==> src/rtl/data_path_seq.sv <==
// data_path_seq: bit-indexed y/s data path with its own command controller.
// One accepted command runs to completion (single-cycle update, scan or
// rotate) and signals the end with a one-cycle done pulse.
module data_path_seq #(
    parameter  int W  = 8,
    localparam int SW = $clog2(W)
) (
    input  logic          clk,
    input  logic          rst,
    input  logic          start,
    input  logic [2:0]    op,
    input  logic [W-1:0]  x,
    input  logic [SW-1:0] step,
    input  logic          target,
    output logic [W-1:0]  y,
    output logic [SW-1:0] s,
    output logic          b,
    output logic          busy,
    output logic          done,
    output logic          found
);

    localparam int CW = SW + 1;

    typedef enum logic {IDLE, RUN} state_t;

    typedef enum logic [2:0] {
        OP_LOAD    = 3'd0,
        OP_INC     = 3'd1,
        OP_ADDS    = 3'd2,
        OP_SUBS    = 3'd3,
        OP_SCAN_UP = 3'd4,
        OP_SCAN_DN = 3'd5,
        OP_ROTL    = 3'd6,
        OP_NOP     = 3'd7
    } op_t;

    // Command fields captured at accept; the inputs are free to change afterwards.
    typedef struct packed {
        op_t           op;
        logic [W-1:0]  x;
        logic [SW-1:0] step;
        logic          target;
    } cmd_t;

    state_t        state, state_nxt;
    cmd_t          cmd, cmd_nxt;
    logic [W-1:0]  y_nxt;
    logic [SW-1:0] s_nxt;
    logic [CW-1:0] cnt, cnt_nxt;
    logic          found_nxt, done_nxt, fin;
    logic [W-1:0]  s_ext;

    assign s_ext = {{(W-SW){1'b0}}, s};
    assign b     = y[s];
    assign busy  = (state == RUN);

    // State and datapath registers; reset wins over everything, aborting any command.
    always_ff @(posedge clk) begin
        if (!rst) begin
            state <= IDLE;
            cmd   <= '0;
            y     <= '0;
            s     <= '0;
            cnt   <= '0;
            found <= 1'b0;
            done  <= 1'b0;
        end else begin
            state <= state_nxt;
            cmd   <= cmd_nxt;
            y     <= y_nxt;
            s     <= s_nxt;
            cnt   <= cnt_nxt;
            found <= found_nxt;
            done  <= done_nxt;
        end
    end

    // Next-state and datapath update: accept in IDLE, execute one step per RUN cycle.
    always_comb begin
        state_nxt = state;
        cmd_nxt   = cmd;
        y_nxt     = y;
        s_nxt     = s;
        cnt_nxt   = cnt;
        found_nxt = found;
        done_nxt  = 1'b0;
        fin       = 1'b0;

        case (state)
            IDLE: begin
                if (start) begin
                    cmd_nxt.op     = op_t'(op);
                    cmd_nxt.x      = x;
                    // A zero stride would never move the scan; treat it as 1.
                    cmd_nxt.step   = (step == '0) ? SW'(1) : step;
                    cmd_nxt.target = target;
                    cnt_nxt        = '0;
                    found_nxt      = 1'b0;
                    state_nxt      = RUN;
                end
            end
            RUN: begin
                case (cmd.op)
                    OP_LOAD: begin
                        y_nxt = cmd.x;
                        s_nxt = '0;
                        fin   = 1'b1;
                    end
                    OP_INC: begin
                        y_nxt = y + W'(1);
                        fin   = 1'b1;
                    end
                    OP_ADDS: begin
                        y_nxt = y + s_ext;
                        fin   = 1'b1;
                    end
                    OP_SUBS: begin
                        y_nxt = y - s_ext;
                        fin   = 1'b1;
                    end
                    OP_SCAN_UP, OP_SCAN_DN: begin
                        if (y[s] == cmd.target) begin
                            found_nxt = 1'b1;
                            fin       = 1'b1;
                        end else begin
                            // s is SW bits and W is a power of two, so this wraps mod W.
                            s_nxt   = (cmd.op == OP_SCAN_UP) ? s + cmd.step : s - cmd.step;
                            cnt_nxt = cnt + CW'(1);
                            if (cnt == CW'(W - 1))
                                fin = 1'b1;
                        end
                    end
                    OP_ROTL: begin
                        if (s == '0) begin
                            fin = 1'b1;
                        end else begin
                            y_nxt = {y[W-2:0], y[W-1]};
                            s_nxt = s - SW'(1);
                            if (s == SW'(1))
                                fin = 1'b1;
                        end
                    end
                    OP_NOP: fin = 1'b1;
                    default: fin = 1'b1;
                endcase
                if (fin) begin
                    state_nxt = IDLE;
                    done_nxt  = 1'b1;
                end
            end
            default: state_nxt = IDLE;
        endcase
    end

endmodule

==> config.mk <==
export PLATFORM = sky130hd
export DESIGN_NAME = data_path_seq
export DESIGN_NICKNAME = d
export VERILOG_FILES = /design/src/rtl/data_path_seq.sv
export SDC_FILE = /design/constraint.sdc
export NUM_CORES = 1
export LEC_CHECK = 0
export ABC_CLOCK_PERIOD_IN_PS = 3250
export CORE_UTILIZATION = 25
export DETAILED_ROUTE_END_ITERATION = 10
export DONT_BUFFER_PORTS = 1
export PLACE_DENSITY = 0.37
export SYNTH_ARGS = -nofsm -noshare
export SYNTH_HDL_FRONTEND = slang
export SYNTH_SLANG_ARGS = --single-unit
==> constraint.sdc <==
create_clock -name clk -period 3.25 [get_ports clk]
set_input_delay 0.8125 -clock clk [delete_from_list [all_inputs] [get_ports clk]]
set_output_delay 0.8125 -clock clk [all_outputs]
set_load 0.05 [all_outputs]
======== After elaboration in Yosys (flattened, before gate mapping) ========
Cells that the tools add are included.
word-level totals
  flip-flop bits (word level) ............. 33
  input bits .............................. 18
  output and inout port bits .............. 15
  word-level logic and storage cells ...... 75
cells by class
  add/subtract/negate cells ............... 7
  order comparisons ....................... 1
  eq/ne operators ......................... 16
  muxes and demuxes ....................... 27
  bitwise logic cells ..................... 1
  reductions and logical operators ........ 13
operators by type and width
  operator                                                    count
  one-hot mux 8 bit (5 select lines)                          1
  equality test 3 bit, second input constant                  4
  two-way mux 1 bit                                           12
  two-way mux 3 bit                                           4
  two-way mux 4 bit                                           3
  logical NOT 3 bit                                           3
  one-hot mux 3 bit (3 select lines)                          1
  AND reduction 3 bit                                         3
  adder 8 x 1 -> 8 bit, second input constant                 1
  adder 8 x 3 -> 8 bit                                        1
  two-way mux 8 bit                                           1
  inequality test 2 bit, second input constant                4
  one-hot mux 4 bit (2 select lines)                          1
  subtractor 8 x 3 -> 8 bit                                   1
  equality test 3 x 1 -> 1 bit, second input constant         2
  equality test 3 x 2 -> 1 bit, second input constant         2
  nonzero test 5 bit                                          1
  OR reduction 5 bit                                          1
  adder 4 x 1 -> 4 bit, second input constant                 1
  equality test 4 x 3 -> 1 bit, second input constant         1
  less-than comparator 3 x 4 -> 1 bit, second input constant  1
  inequality test 2 x 1 -> 1 bit, second input constant       2
  one-hot mux 1 bit (2 select lines)                          2
  AND reduction 2 bit                                         2
  other kinds (10)                                            10

======== Depth between registers and ports, before layout ========
Gate-level depths: netlist of run 1.
  depth in word-level cells ............... 8
  mapped depth ............................ 13
  mapped depth without buffers ............ 12

======== Least setup slack after synthesis of run 1 ========
Ideal clock, no wire load.
  kind .................................... register -> register
  start point ............................. register s[0]
  end point ............................... register y[6]
  library setup time ...................... 0.118 ns
  arrival ................................. 3.171 ns
  required time ........................... 3.132 ns
  setup slack ............................. -0.039 ns
  stages on the path, launching flop included .. 12
  path buffers ............................ 0
  clock period less this slack ............ 3.289 ns
  path through ............................ dfxtp_1 inv_1 ha_1 ha_1 a211oi_1 ha_1 nor2b_1 or2_2 and3_2 or4_1 a31oi_1 nor2_1
between the ends
  word-level cells in the longest chain between the ends .. 3
  elaborated cells between the ends (all ways) .. 6
  classes of those cells .................. add/sub (2); eq/ne (1); mux (1); reduce/logical (2)
RTL lines
  element                                                            line  RTL
  start, declared                                                    16    output logic [SW-1:0] s,
  start signal, assigned                                             72    s <= s_nxt;
  branches (longest 3 deep; another with subtractor 8 x 3 -> 8 bit)  -
  end signal, assigned                                               71    y <= y_nxt;
  end, declared                                                      15    output logic [W-1:0] y,
Parallel ways; which one is timed is not known.
A chain may end at the register's enable or synchronous reset.

======== Worst setup path after layout of run 1 ========
  start point ............................. register s[1]
  end point ............................... register y[6]
The elaborated chain is that of the path after synthesis.

==> results_dict.tcl, run 1 <==
set metrics [dict create \
    p_int_uw 757.9 \
    synth_top_cell_by_area "dfxtp_1" \
    finalSetupViolations 0 \
    drcViolationCount 0 \
    cap_violations 0 \
    critical_path_class "reg2reg" \
    grt_first_pass_wirelength_um 10820 \
    rsz0062_at_grt "no" \
    p_leak_uw 0.0009887 \
    fin_crit_sh_pct 87.79 \
    cts_tree "yes" \
    die-area_um2 9495 \
    fp.coreArea_um2 8763 \
    syn_nets 326 \
    ys_ff_latch 33 \
    ys_warn_count 0 \
    p_per_area_nw_per_um2 428.7 \
    layout.nets 335 \
    grt_max_degree 38 \
    routedWlPerCell_um 16.27 \
    switchingPower_uw 354.2 \
    ys_seq_area_share_pct 29.01 \
    crit_fanout 4 \
    postCtsHoldBufs 0 \
    floorplan.rows 34 \
    power_frac_clock_pct 38.2 \
    synth.distinct_cells 56 \
    max_freq_mhz 350.5 \
    n_antenna_cell 0 \
    cts.clk_slew.worst_paths_ns 0.08 \
    worstMarginPinSlew_ns 0.7169 \
    layout_commonest_cell "nand2_1" \
    initial_core_util_pct 25.99 \
    via_count 2012 \
    antenna_found_initial 0 \
    final-instance-count-excl-fill 411 \
    critPathRequiredTime_ns 3.45 \
    io_buffers 0 \
    clkSinkCount 33 \
    die_h_um 97.44 \
    clkLatencyLatePin_ns 0.30 \
    syn2layout_area_growth_pct 13.90 \
    post_cts_buffers 0 \
    slew_violations 0 \
    synth-edff-count 0 \
    drive_above_1_share_pct 14.19 \
    setup-tns-final_ns 0 \
    vdd_drop_max_v 0.0001243 \
    synthArstFlopShare_pct 0 \
    grt_overflow 0 \
    first_global_vias 1912 \
    skew_ns 0.01157 \
    drt-initial-drc-count 131 \
    grt_usage_pct 14.83 \
    wl_met3_um 212 \
    htreeDepth 2 \
    avgViaCountPerCell 4.895 \
    hold_slack_ns 0.4716 \
    worstSetupStartpointType "flip-flop" \
    sw_frac_of_total_pct 31.85 \
    drtPass1Iterations 4 \
    endpoint_kind "flip-flop" \
    fin_ws_ns 0.3970 \
    pre_cts_ws_ns 0.3838 \
    avgSynthCellArea_um2 7.772 \
    hold_viol 0 \
    wl_met2_um 2762 \
    cts-root-buf "clkbuf_8" \
    final_cell_mix "nand2_1 (49), dfxtp_1 (31), o21ai_0 (21)" \
    synth_flop_cell "dfxtp_1" \
    cts_resized 0 \
    syn_inst 293 \
    antenna_left 0 \
    cts_buffers 5 \
    syn-cell-area_um2 2277 \
    io_pins 33 \
    routabilityCongestion 0.7936 \
    cp.arrival_ns 3.05 \
    hpwl_um 4924 \
    status "finished clean" \
    slew_headroom_pct 51.70 \
    dp.cells 403 \
    min-delay-path-class "reg2reg" \
    yosysTopAreaCellShare_pct 29.01 \
    wl_met1_um 3639 \
    die_w_um 97.44 \
    min_period_ns 2.853 \
    wl_um 6689 \
    cts.path.max_buffers 2 \
    synthTopCellsByArea "dfxtp_1 (29%), nand2_1 (8.1%), ha_1 (7.1%), a21boi_0 (5.3%), o21ai_0 (4.6%)" \
    p_comb_share_pct 21.7 \
    topRoutingLayerUsed "met4" \
    power_frac_seq_pct 40.1 \
]
[stage by stage]
step                total power [µW]  area (µm²)  util (%)
global placement               700.6        2474     28.23
finish                          1112        2594     29.60
detailed placement             699.2        2474     28.23
floorplan                      635.5        2280         -
CTS                             1131        2594     29.60
global route                    1182        2594     29.60
[cell usage after synthesis (3+ instances only)]
cell      count
nand3_1       7
o21a_1        5
o21ai_1       3
ha_1         13
dfxtp_1      33
xnor2_1       6
nor2_1       19
mux2i_1       7
inv_1        14
nand2b_1      4
clkbuf_1     13
nand2_1      49
a21boi_0     16
o21ai_0      21
and2_1        3
a31oi_1       8
a21oi_1      12
nor2b_1       9
[per-layer routing]
metal,up-vias,global-route usage [%]
met5,-,0
li1,1047,-
met2,33,20.82
met4,0,4.751
met3,5,3.237
met1,927,22.16
[flip-flops by register name, indices dropped and copies added, names as in the netlist]
name / cells
done: 1
s: 3
cmd: 15
found: 1
busy: 1
cnt: 4
y: 8
[logic make-up (layout without fill, tap and decap cells)]
| logic type | Yosys count | after routing | synth area share [%] |
|---|---|---|---|
| AND/OR/NAND/NOR | 107 | 107 | 22.20 |
| AO/OA/AOI/OAI | 89 | 89 | 26.48 |
| flip-flops | 33 | 33 | 29.01 |
| buffers and inverters | 32 | 42 | 6.318 |
| adder cells (fa/ha/maj) | 17 | 17 | 9.835 |
| XOR/XNOR | 8 | 8 | 3.077 |
| multiplexers | 7 | 7 | 3.077 |
[area by class of cell]
type / count / area, µm²
flip-flops and latches: 33 / 663.1
inverters: 14 / 52.55
fillers: 974 / 6170
clock buffers: 6 / 82.58
clock inverters: 2 / 37.54
repair buffers: 20 / 150.1
multi-input cells: 228 / 1473
well taps: 108 / 135.1
[final timing paths]
path                 from       to  slack [ns]  cells past startpoint
hold reg to reg   cmd[11]  cmd[11]        0.47                      2
setup reg to reg     s[1]     y[6]        0.40                     11
setup / recovery     s[1]     y[6]        0.40                     11
hold / removal    cmd[11]  cmd[11]        0.47                      2
[critical path, cell delays in order, from the launching register on]
cell      delay [ns]
dfxtp_2         0.32
inv_1           0.09
ha_1            0.20
ha_1            0.27
a211oi_1        0.28
ha_1            0.32
nor2b_1         0.16
or2_2           0.28
and3_2          0.22
or4_1           0.40
a31oi_1         0.17
nor2_1          0.05
[power groups by stage]
stage                     sequential, µW  clock, µW  combinational (µW)
after global placement               456          0                 245
after floorplan                      489          0                 147
after global routing                 449        465                 268
after CTS                            446        441                 244
final                                446        425                 241
after detailed placement             456          0                 244
No activity file was read; power rests on OpenSTA's default activity.
==> run 2, diff against run 1 <==
Settings changed: ABC_AREA from default to 1.
==> run 2 against run 1 <==
First-iteration DRC count shrank 9.9%; synthesized cell count is 1.0% lower; combinational power increased by 47%; flip-flop and latch count is the same; cell area down 7.1%; worst hold slack lost 0.0050 ns; synthesized area is 5.7% lower; utilization shrank 0.43 points; sequential share of layout area rose by 1.9 points; non-clock buffer count is 8 lower; power rose by 3.0%; clock power down 24%; critical path type is now reg2out; critical endpoint is now b; largest cell class unchanged; highest routed layer unchanged.
==> results_dict.tcl, run 2 <==
set metrics [dict create \
    syn_nets 323 \
    ys_ff_latch 33 \
    synthTopCellsByArea "dfxtp_1 (31%), ha_1 (7.6%), nand2_1 (7.2%), a21oi_1 (6.8%), o21ai_0 (6.3%)" \
    clkSinkCount 33 \
    crit_fanout 13 \
    path_cells "buf_4 -> o211ai_1 -> nand3_1 -> nand2_1 -> inv_1" \
    top_regs "cmd (15), y (8), cnt (4)" \
    yosysTopAreaCellShare_pct 30.77 \
    via_count 1948 \
    skew_ns 0.005240 \
    antenna_left 0 \
    p_per_area_nw_per_um2 475.4 \
    syn-cell-area_um2 2147 \
    fin_crit_sh_pct 73.80 \
    avgSynthCellArea_um2 7.404 \
    drt-initial-drc-count 118 \
    synthAdderAreaFrac_pct 9.441 \
    synth-edff-count 0 \
    synthSimpleGateAreaFrac_pct 27.51 \
    worstSetupStartpointType "flip-flop" \
    p_leak_uw 0.001012 \
    cts_buffers 5 \
    synth_compound_area_share_pct 21.56 \
    synth.distinct_cells 38 \
    die-area_um2 8962 \
    io_buffers 0 \
    synth_common_cells "nand2_1 (41), dfxtp_1 (33), a21oi_1 (29)" \
    synth_top_family_by_area "simple AND/OR/NAND/NOR gates" \
    drive_above_1_share_pct 17.33 \
    routabilityCongestion 0.8067 \
    syn2layout_area_growth_pct 12.18 \
    cts-root-buf "clkbuf_8" \
    critical_path_class "reg2out" \
    critPathRequiredTime_ns 2.44 \
    min_period_ns 2.398 \
    ys_seq_area_share_pct 30.77 \
    slew_headroom_pct 59.27 \
    post-synth-top-count-cell "nand2_1" \
    htreeDepth 2 \
    io_pins 33 \
    yosys.area_share.xor_xnor_pct 2.448 \
    die_w_um 94.67 \
    vdd_drop_max_v 0.0001411 \
    first_global_vias 1896 \
    dp.cells 398 \
    grt_max_degree 30 \
    top_register "cmd" \
    setup-tns-final_ns 0 \
    place_area_um2 2322 \
    fin_area_um2 2409 \
    synthArstFlopShare_pct 0 \
    synth_top_cell_by_area "dfxtp_1" \
    final-instance-count-excl-fill 405 \
    slew_violations 0 \
    cpMaxStageDelayCell "inv_1" \
    syn_inst 290 \
    hpwl_um 4685 \
    hold_viol 0 \
    grt_usage_pct 14.74 \
    synth_flop_cell "dfxtp_1" \
    fin_util_pct 29.17 \
    wl_um 6003 \
    cts_tree "yes" \
    cts_resized 0 \
    antenna_found_initial 0 \
    rsz0062_at_grt "no" \
    die_h_um 94.67 \
    avgViaCountPerCell 4.810 \
    drtPass1Iterations 4 \
    finalSetupViolations 0 \
    layout.nets 333 \
    status "finished clean" \
    worstMarginPinSlew_ns 0.6101 \
    postCtsHoldBufs 0 \
    endpoint_kind "primary output" \
    initial_core_util_pct 26.00 \
    n_antenna_cell 0 \
    largest_reg_flops 15 \
    synthMuxAreaShare_pct 0 \
    drcViolationCount 0 \
    grt_first_pass_wirelength_um 10050 \
    cts.clk_slew.worst_paths_ns 0.07 \
    final_cell_mix "nand2_1 (41), dfxtp_1 (33), a21oi_1 (29)" \
    min-delay-path-class "reg2reg" \
    routedWlPerCell_um 14.82 \
    ys_warn_count 0 \
    cap_violations 0 \
    finalPower_uw 1145 \
    grt_overflow 0 \
    clkLatencyLatePin_ns 0.29 \
    rrSetupSlack_ns 0.89 \
    floorplan.rows 33 \
    fp.coreArea_um2 8258 \
    layout_commonest_cell "nand2_1" \
    max_freq_mhz 417.0 \
    cp.arrival_ns 1.59 \
    cp_slowest_stage_delay_ns 0.36 \
    cts.path.max_buffers 2 \
    post_cts_buffers 0 \
]
==> run 2: cell count changes after synthesis, sizes merged, moves of 4 or more <==
cell	previous run	this run
clkbuf	13	5
a31oi	8	1
o21ai	24	29
nand3	8	26
inv	14	34
xnor2	6	2
nor2b	9	0
mux2i	7	0
o21a	5	1
nand2b	4	0
nor2	19	30
a21oi	13	30
a21boi	17	0
==> run 2: path summary, 6_finish.rpt <==
kind,from,end,cells past startpoint
min reg2reg,cmd[7],cmd[7],2
max,s[0],b,5
min,cmd[7],cmd[7],2
max reg2reg,cmd[13],y[6],14
==> run 2: logic make-up (layout without fill, tap and decap cells) <==
family | Yosys count | after routing
buf+inv | 44 | 54
flops | 33 | 33
simple gates | 112 | 112
fa+ha+maj | 15 | 15
xor+xnor | 6 | 6
compound gates | 80 | 80
==> run 2: layout make-up <==
type	count	area, µm²
flip-flops and latches	33	660.6
inverters	35	131.4
clock buffers	7	86.33
multi-input cells	213	1309
repair buffers	12	90.09
well taps	105	131.4
fillers	924	5849
==> run 2: power breakdown <==
part	leakage (µW)	total [µW]	switching, µW	internal, µW
Combinational	0.000696	354	245	108
Clock	0.0000443	323	155	168
Sequential	0.000271	468	32.6	436
Total	0.00101	1140	433	712
==> run 2: critical path, delay by kind of cell (launching register included) <==
family	cells	cell delay [ns]
buffers and inverters	2	0.64
flip-flops	1	0.33
AND/OR/NAND/NOR	2	0.20
AO/OA/AOI/OAI	1	0.12
==> run 2: per-layer routing <==
layer  share of wire (%)  track usage (%)  up-vias
met5                   0                0        -
met4                 1.0            3.788        0
met3                 5.1            3.704        6
met2                  43            21.82       41
met1                  51            21.06      899
li1                    -                -     1002
==> run 2: per-stage QoR <==
step / setup slack, ns / hold WS (ns)
floorplan: 0.6418 / 0.4237
global placement: 0.8861 / 0.4481
detailed placement: 0.8860 / 0.4509
CTS: 0.8377 / 0.4613
global route: 0.6059 / 0.4963
finish: 0.8516 / 0.4665
